`src/rtl/mbist_march_engine.sv`:
```
// mbist_march_engine
//   March-test engine for a single-port SRAM. On start it runs MATS+ or
//   March C- over addresses 0..MEM_DEPTH-1, one memory op per cycle, compares
//   read data RD_LATENCY cycles after each read, counts mismatches, records
//   the first failing address and aborts once the fault budget is exceeded.
// Ports
//   clk, rst            : clock, asynchronous active-high reset
//   start               : begin a test (only honoured in IDLE)
//   algo_sel            : 0 = MATS+, 1 = March C- (latched at start)
//   background          : data pattern "0"; pattern "1" is its inverse
//   allowable_faulty    : fault budget (latched at start)
//   error_exceed_ignore : 1 = never abort on budget (latched at start)
//   rdata               : memory read data
//   mem_en/write_read/address/wdata : memory command (held while mem_en = 0)
//   busy, done          : test in progress, one-cycle completion pulse
//   error, error_count, fail_addr, force_terminate : test result
module mbist_march_engine #(
   parameter int unsigned DATA_WIDTH = 64,
   parameter int unsigned ADDR_WIDTH = 16,
   parameter int unsigned MEM_DEPTH  = 2**ADDR_WIDTH,
   parameter int unsigned RD_LATENCY = 1
) (
   input  logic                  clk,
   input  logic                  rst,
   input  logic                  start,
   input  logic                  algo_sel,
   input  logic [DATA_WIDTH-1:0] background,
   input  logic [ADDR_WIDTH-1:0] allowable_faulty,
   input  logic                  error_exceed_ignore,
   input  logic [DATA_WIDTH-1:0] rdata,
   output logic                  mem_en,
   output logic                  write_read,
   output logic [ADDR_WIDTH-1:0] address,
   output logic [DATA_WIDTH-1:0] wdata,
   output logic                  busy,
   output logic                  done,
   output logic                  error,
   output logic [ADDR_WIDTH-1:0] error_count,
   output logic [ADDR_WIDTH-1:0] fail_addr,
   output logic                  force_terminate
);

   localparam logic [ADDR_WIDTH-1:0] LAST_ADDR = ADDR_WIDTH'(MEM_DEPTH - 1);

   typedef enum logic [1:0] {IDLE, RUN, DRAIN, DONE} state_t;
   state_t state_q, state_d;

   // Element direction: 1 = descending address order.
   function automatic logic elem_is_down(input logic algo, input logic [2:0] e);
      if (algo) return (e == 3'd3) || (e == 3'd4);
      else      return (e == 3'd2);
   endfunction

   // Element ops: {two_ops, first_is_write, first_value}; the second op of a
   // two-op element is always a write of the inverted first value.
   function automatic logic [2:0] elem_ops(input logic algo, input logic [2:0] e);
      logic [2:0] r;
      r = 3'b000;
      case (e)
         3'd0: r = 3'b010;
         3'd1: r = 3'b100;
         3'd2: r = 3'b101;
         3'd3: r = algo ? 3'b100 : 3'b000;
         3'd4: r = algo ? 3'b101 : 3'b000;
         default: r = 3'b000;
      endcase
      return r;
   endfunction

   logic                  algo_q, ignore_q, last_q;
   logic [DATA_WIDTH-1:0] bg_q, exp_q;
   logic [ADDR_WIDTH-1:0] allow_q, addr_q, addr_n, cnt_inc;
   logic [2:0]            elem_q, elem_n, ops, drain_cnt;
   logic                  op_q, op_n;
   logic                  sel_algo, cur_down, op_we, op_one, elem_op_end, addr_end, is_final;
   logic [DATA_WIDTH-1:0] sel_bg, op_data;
   logic                  issue, mismatch, term, start_ok;

   logic [RD_LATENCY:1]                 pv;
   logic [RD_LATENCY:1][DATA_WIDTH-1:0] pexp;
   logic [RD_LATENCY:1][ADDR_WIDTH-1:0] paddr;

   // Op decode from the position counters. In IDLE the counters sit at op 0
   // and the unlatched inputs are used so op 0 can issue on the start edge.
   always_comb begin
      sel_algo    = (state_q == IDLE) ? algo_sel : algo_q;
      sel_bg      = (state_q == IDLE) ? background : bg_q;
      cur_down    = elem_is_down(sel_algo, elem_q);
      ops         = elem_ops(sel_algo, elem_q);
      op_we       = op_q ? 1'b1 : ops[1];
      op_one      = op_q ? ~ops[0] : ops[0];
      op_data     = op_one ? ~sel_bg : sel_bg;
      elem_op_end = ~ops[2] | op_q;
      addr_end    = cur_down ? (addr_q == '0) : (addr_q == LAST_ADDR);
      is_final    = elem_op_end && addr_end && (elem_q == (sel_algo ? 3'd5 : 3'd2));
      elem_n      = elem_q;
      addr_n      = addr_q;
      op_n        = op_q;
      if (!elem_op_end) begin
         op_n = 1'b1;
      end else begin
         op_n = 1'b0;
         if (addr_end) begin
            elem_n = elem_q + 3'd1;
            addr_n = elem_is_down(sel_algo, elem_n) ? LAST_ADDR : '0;
         end else begin
            addr_n = cur_down ? addr_q - 1'b1 : addr_q + 1'b1;
         end
      end
   end

   assign mismatch = pv[RD_LATENCY] && (rdata != pexp[RD_LATENCY]);
   assign cnt_inc  = (error_count == '1) ? error_count : error_count + 1'b1;
   assign term     = mismatch && (cnt_inc > allow_q) && !ignore_q;
   assign start_ok = (state_q == IDLE) && start;

   always_ff @(posedge clk or posedge rst) begin
      if (rst) state_q <= IDLE;
      else     state_q <= state_d;
   end

   always_comb begin
      state_d = state_q;
      issue   = 1'b0;
      busy    = 1'b0;
      done    = 1'b0;
      case (state_q)
         IDLE: begin
            if (start) begin
               issue   = 1'b1;
               state_d = RUN;
            end
         end
         RUN: begin
            busy = 1'b1;
            // last_q marks that the op on the bus this cycle is the final one
            if (term || last_q) state_d = DRAIN;
            else                issue   = 1'b1;
         end
         DRAIN: begin
            busy = 1'b1;
            if (drain_cnt == 3'(RD_LATENCY - 1)) state_d = DONE;
         end
         DONE: begin
            done    = 1'b1;
            state_d = IDLE;
         end
         default: state_d = IDLE;
      endcase
   end

   // Command registers, position counters, latched settings, compare pipe.
   always_ff @(posedge clk or posedge rst) begin
      if (rst) begin
         mem_en     <= 1'b0;
         write_read <= 1'b0;
         address    <= '0;
         wdata      <= '0;
         exp_q      <= '0;
         elem_q     <= '0;
         addr_q     <= '0;
         op_q       <= 1'b0;
         last_q     <= 1'b0;
         algo_q     <= 1'b0;
         bg_q       <= '0;
         allow_q    <= '0;
         ignore_q   <= 1'b0;
         drain_cnt  <= '0;
         for (int unsigned i = 1; i <= RD_LATENCY; i++) begin
            pv[i]    <= 1'b0;
            pexp[i]  <= '0;
            paddr[i] <= '0;
         end
      end else begin
         mem_en <= issue;
         if (issue) begin
            write_read <= op_we;
            address    <= addr_q;
            exp_q      <= op_data;
            if (op_we) wdata <= op_data;
            elem_q     <= elem_n;
            addr_q     <= addr_n;
            op_q       <= op_n;
            last_q     <= is_final;
         end else if (state_q != RUN) begin
            elem_q <= '0;
            addr_q <= '0;
            op_q   <= 1'b0;
            last_q <= 1'b0;
         end
         if (start_ok) begin
            algo_q   <= algo_sel;
            bg_q     <= background;
            allow_q  <= allowable_faulty;
            ignore_q <= error_exceed_ignore;
         end
         drain_cnt <= (state_q == DRAIN) ? drain_cnt + 3'd1 : 3'd0;
         pv[1]    <= mem_en & ~write_read;
         pexp[1]  <= exp_q;
         paddr[1] <= address;
         for (int unsigned i = 2; i <= RD_LATENCY; i++) begin
            pv[i]    <= pv[i-1];
            pexp[i]  <= pexp[i-1];
            paddr[i] <= paddr[i-1];
         end
      end
   end

   // Result registers.
   always_ff @(posedge clk or posedge rst) begin
      if (rst) begin
         error           <= 1'b0;
         error_count     <= '0;
         fail_addr       <= '0;
         force_terminate <= 1'b0;
      end else if (start_ok) begin
         error           <= 1'b0;
         error_count     <= '0;
         fail_addr       <= '0;
         force_terminate <= 1'b0;
      end else if (mismatch) begin
         error       <= 1'b1;
         error_count <= cnt_inc;
         if (!error) fail_addr <= paddr[RD_LATENCY];
         if (term) force_terminate <= 1'b1;
      end
   end

endmodule

```
`config.mk`:
```
export PLATFORM = sky130hd
export DESIGN_NAME = mbist_march_engine
export DESIGN_NICKNAME = d
export VERILOG_FILES = /design/src/rtl/mbist_march_engine.sv
export SDC_FILE = /design/constraint.sdc
export NUM_CORES = 1
export LEC_CHECK = 0
export CORE_ASPECT_RATIO = 1.25
export CORE_MARGIN = 4
export CORE_UTILIZATION = 55
export DETAILED_ROUTE_END_ITERATION = 8
export MAX_ROUTING_LAYER = met4
export PLACE_DENSITY = 0.82
export SLEW_MARGIN = 0
export SYNTH_ARGS = -nofsm -noshare
export SYNTH_HDL_FRONTEND = slang
export SYNTH_SLANG_ARGS = --single-unit
```
`constraint.sdc`:
```
create_clock -name clk -period 31.2 [get_ports clk]
set_input_delay 4.68 -clock clk [delete_from_list [all_inputs] [get_ports clk]]
set_output_delay 4.68 -clock clk [all_outputs]
set_load 0.05 [all_outputs]
```
* Word-level counts from Yosys, hierarchy flattened
Cells that the tools add are included.
** Operators by class
- $add $sub $neg :: 5
- Muxes and demuxes :: 49
- Eq/ne operators :: 21
- $lt $le $gt $ge :: 1
- Bitwise logic cells :: 6
- Reduce and logical (&&, ||, !) cells :: 24
** Operators with widths (number)
- 2-to-1 mux 16 bit :: 12
- 2-to-1 mux 64 bit :: 2
- inequality test 64 bit :: 1
- inverter 64 bit :: 1
- adder 16 x 1 -> 16 bit (second input constant) :: 2
- == test 16 bit (second input constant) :: 2
- 2-to-1 mux 3 bit :: 8
- 2-to-1 mux 1 bit :: 21
- > comparator 16 bit :: 1
- logical NOT 16 bit :: 1
- subtractor 16 x 1 -> 16 bit (second input constant) :: 1
- one-hot mux 3 bit (5 select lines) :: 1
- == test 3 x 2 -> 1 bit (second input constant) :: 4
- inequality test 2 bit (second input constant) :: 5
- one-hot mux 2 bit (4 select lines) :: 1
- AND reduction 2 bit :: 4
- adder 3 x 1 -> 3 bit (second input constant) :: 2
- == test 3 bit (second input constant) :: 2
- logical AND 1 bit :: 6
- logical NOT 3 bit :: 2
- 2-to-1 mux 2 bit :: 3
- AND reduction 3 bit :: 2
- nonzero test 2 bit :: 3
- == test 2 bit (second input constant) :: 2
- 12 further kinds :: 17
** Storage, ports and cells
- Register bits :: 369
- Word-level logic and storage cells :: 128
- Output and inout port bits :: 118
- Input port bits :: 149

* Depth between registers and ports, before layout
- Depth after elaboration :: 11
- Depth in mapped cells :: 20
- Depth with buffers taken out :: 16

* Worst setup path before layout
OpenSTA, ideal clock, no wires.
- Kind :: input to register
- From :: input algo_sel
- To :: register addr_q[12]
- Arrival :: 7.968 ns
- Library setup time :: 0.122 ns
- Data required time :: 31.078 ns
- Stages :: 11
- Buffers on the path :: 0
- Path slack :: 23.110 ns
- Cells stage by stage :: mux2_2 -> o21ai_1 -> ha_1 -> nor2b_1 -> o21a_1 -> o21ai_0 -> a211oi_1 -> o31a_1 -> o21a_1 -> or4b_1 -> a32o_1
** On the way
- Word-level cells in the longest chain between the ends :: 8
** RTL lines
- from (decl) :: line 26 : input logic algo_sel,
- 2-to-1 mux 1 bit (*) :: line 86 : sel_algo = (state_q == IDLE) ? algo_sel : algo_q;
- 2-to-1 mux 1 bit :: line 50 : if (algo) return (e == 3'd3) || (e == 3'd4);
- 2-to-1 mux 1 bit :: line 103 : if (addr_end) begin
- 2-to-1 mux 1 bit :: line 99 : if (!elem_op_end) begin
- 2-to-1 mux 16 bit :: line 105 : addr_n = elem_is_down(sel_algo, elem_n) ? LAST_ADDR : '0;
- 2-to-1 mux 16 bit :: line 103
- 2-to-1 mux 16 bit :: line 99
- 2-to-1 mux 16 bit :: line 176 : if (issue) begin
- to (signal assigned) :: line 182 : addr_q <= addr_n;
- to (decl) :: line 72 : logic [ADDR_WIDTH-1:0] allow_q, addr_q, addr_n, cnt_inc;
Every way passes the cells marked *; elsewhere a longest branch is shown, timed or not. The select of a mux whose other input is x is not followed.
A chain may end at the register's enable or synchronous reset.

* Worst setup path in the final report
- From :: input rdata[17]
- To :: register exp_q[56]
** On the way
- Word-level cells in the longest chain between the ends :: 7
** RTL lines
- from (decl) :: line 30 : input logic [DATA_WIDTH-1:0] rdata,
- inequality test 64 bit :: line 112 : assign mismatch = pv[RD_LATENCY] && (rdata != pexp[RD_LATENCY]);
- logical AND 1 bit :: line 112
- logical AND 1 bit (2 in series) :: line 114 : assign term = mismatch && (cnt_inc > allow_q) && !ignore_q;
- logical OR 1 bit :: line 137 : if (term || last_q) state_d = DRAIN;
- 2-to-1 mux 1 bit :: line 137
- one-hot mux 1 bit (2 select lines) :: line 127 : case (state_q)
- to (signal assigned) :: line 179 : exp_q <= op_data;
- to (decl) :: line 71 : logic [DATA_WIDTH-1:0] bg_q, exp_q;
No other way between the ends.

==> flow_summary.ini <==
[floorplanning]
core_area_mm2 = 0.02934
start_util_pct = 55.97
ioPinCount = 267
die_area_mm2 = 0.03270
die_w_um = 162.6
die_h_um = 201.2
rows = 70

[grt]
gr-total-overflow = 0
grt_usage_pct = 26.62
grt_start_max_net_pins = 190
antenna_found_initial = 9
grt_pass1_vias = 12700
grt_pass1_wl_mm = 67.65

[critical_path]
endpoint_kind = register
arrival_ns = 8.21
crit_top_cell = nand4_1
required_ns = 31.52
slowest_stage = buf_4
worstPathCellList = clkdlybuf4s50_1 -> xnor2_1 -> nand4_1 -> nor4_1 -> nand4_1 -> a21oi_4 -> nor2_4 -> buf_4 -> o21ai_0
path_max_fanout = 118
slowest_delay_ns = 0.96
crit_type = primary input to register
critPathLaunchType = primary input
rr_worst_depth = 15

[layout]
final_util_pct = 70.34
drive_above_1_share_pct = 5.622
fin_nets = 1998
syn2layout_area_growth_pct = 25.67

[synthesis]
synth_area_per_cell_um2 = 10.46
ys_types = 57
synth-edff-count = 0
syn_inst = 1570
async_flop_share_pct = 100.0
ys_seq_area_share_pct = 56.23
synth_warnings = 0
syn_nets = 1764
synth_seq_cells = 369
synth_area_mm2 = 0.01642
synth_flop_cell = dfrtp_1

[route]
drt_iter0_drc = 849
vias = 12270
antenna_left = 0
vias_per_cell = 5.483
drt-total-wl_mm = 42.72
drc_errors = 0
wl_per_cell_um = 19.10
first_pass_iters = 6

[timing]
slew_headroom_pct = 15.64
rsz0062_at_grt = no
finalHoldViolCount = 0
period_share_pct = 25.29
slew_viol_final = 0
finalSetupViolations = 0
tightestPinTransition_ns = 1.265
final.setup.tns_ns = 0
max_freq_ghz = 0.1268
min_period_ns = 7.889
skew_ns = 0.03030
fin_ws_ns = 23.31

[clock_tree]
holdBufCountCts = 0
cts.sinks = 369
cts_inserted_buffers = 37
cts_resized = 0
cts_tree = done
postCtsSetupBuffers = 0
clock_latency_ns = 0.53
cts.htree.levels = 2
root_buffer = clkbuf_16
path_clk_slew_ns = 0.06
clock_path_buffers = 3

[placed_design]
globalplace.congestion = 0.8981
port_buffers = 266
dp_slack_ns = 22.85
hpwlAfterDp_mm = 28.87

[power]
leakage_nw = 9.796
vdd_drop_max_mv = 0.1158
power_density_mw_per_mm2 = 96.65

[job]
maxCapViolCount = 0

[worst_hold_path]
hp-class = register to register
worstHoldPathCells = 0

[status]
status = completed
-- cell families (layout without fill, tap and decap cells) --
logic type,count (synthesis),count (layout),synth area share (%)
other cells,0,9,0
simple gates,535,535,13.81
compound gates,244,244,8.655
xor+xnor,161,161,8.632
flops,369,369,56.23
mux,102,102,6.347
buf+inv,114,376,2.850
fa+ha+maj,45,45,3.474
-- routing by layer --
metal  track usage, %  up-vias  wire (um)
met2            42.79      387      20940
li1                 -     5719          -
met5                -        -          0
met1            32.86     6062      17250
met3            5.941       97       2808
met4            10.88        0       1723
-- Yosys cell counts, drive strengths merged, types with 25 or more instances --
cell	count	area share, %
xnor2	76	4.1
a21oi	30	0.98
nand4	30	1.1
clkbuf	56	1.3
nand2	391	8.9
inv	33	0.75
o21ai	160	4.9
buf	25	0.82
nor2	40	0.91
mux2i	85	5.2
dfrtp	369	56
ha	44	3.4
xor2	85	4.5
-- placed cells by master (no fill, tap or decap), types with 8 or more instances in the layout --
cell	instances
ha_1	43
nand2_1	390
mux2_2	17
nor3_1	8
clkbuf_8	10
o21ai_0	158
nor4_1	11
clkbuf_16	37
diode_2	9
a22o_1	13
nand2b_1	8
buf_4	9
a21oi_1	29
xnor2_1	75
nand3_1	16
nand4_1	30
clkdlybuf4s50_1	266
xor2_1	85
inv_1	32
mux2i_1	85
dfrtp_1	369
nor2_1	39
a21o_1	8
-- per-stage QoR --
step | cell area (um^2) | cells | total power, mW | hold slack, ns
6_report | 20640 | 2237 | 1.995 | 0.3677
5_1_grt | 20640 | 2237 | 2.112 | 0.3791
4_1_cts | 20610 | 2228 | 2.007 | 0.3694
3_5_place_dp | 19380 | 2161 | 1.545 | 0.3605
3_3_place_gp | 19380 | 2161 | 1.514 | 0.3588
2_1_floorplan | 16420 | 1570 | 1.293 | 0.3535
-- final timing paths --
check                                from  slack [ns]         to
max reg2reg                error_count[0]       25.04  exp_q[56]
max in group asynchronous             rst       24.12    bg_q[0]
max                             rdata[17]       23.31  exp_q[56]
min reg2reg                     exp_q[49]        0.37   pexp[49]
min in group asynchronous             rst        4.70  wdata[11]
min                             exp_q[49]        0.37   pexp[49]
-- layout make-up --
class,instances,area (um^2)
inverter,33,131.4
multi-input combinational,1087,6768
clock inverter,14,150.1
tap,396,495.5
fill,2151,8703
clock buffer,53,1086
timing repair buffer,276,2750
sequential,369,9234
antenna,9,22.52
-- worst max-delay path, delay by kind of cell --
kind / cells / cell delay, ns
AO/OA/AOI/OAI: 2 / 0.50
buffers and inverters: 2 / 1.41
XOR/XNOR: 1 / 0.21
AND/OR/NAND/NOR: 4 / 1.36
-- power by group --
group | leakage (nW) | internal, mW | switching (mW)
clock network | 0.606 | 0.261 | 0.189
logic | 4.44 | 0.273 | 0.509
registers | 4.75 | 0.656 | 0.107
-- registers in the layout, indices dropped and copies added, names as in the netlist --
name,cells
bg_q,64
exp_q,64
pexp,64
wdata,64
addr_q,16
address,16
allow_q,16
error_count,16
fail_addr,16
paddr,16
drain_cnt,3
elem_q,3
state_q,2
algo_q,1
error,1
force_terminate,1
ignore_q,1
last_q,1
mem_en,1
op_q,1
pv,1
write_read,1
No activity file was read; power rests on OpenSTA's default activity.
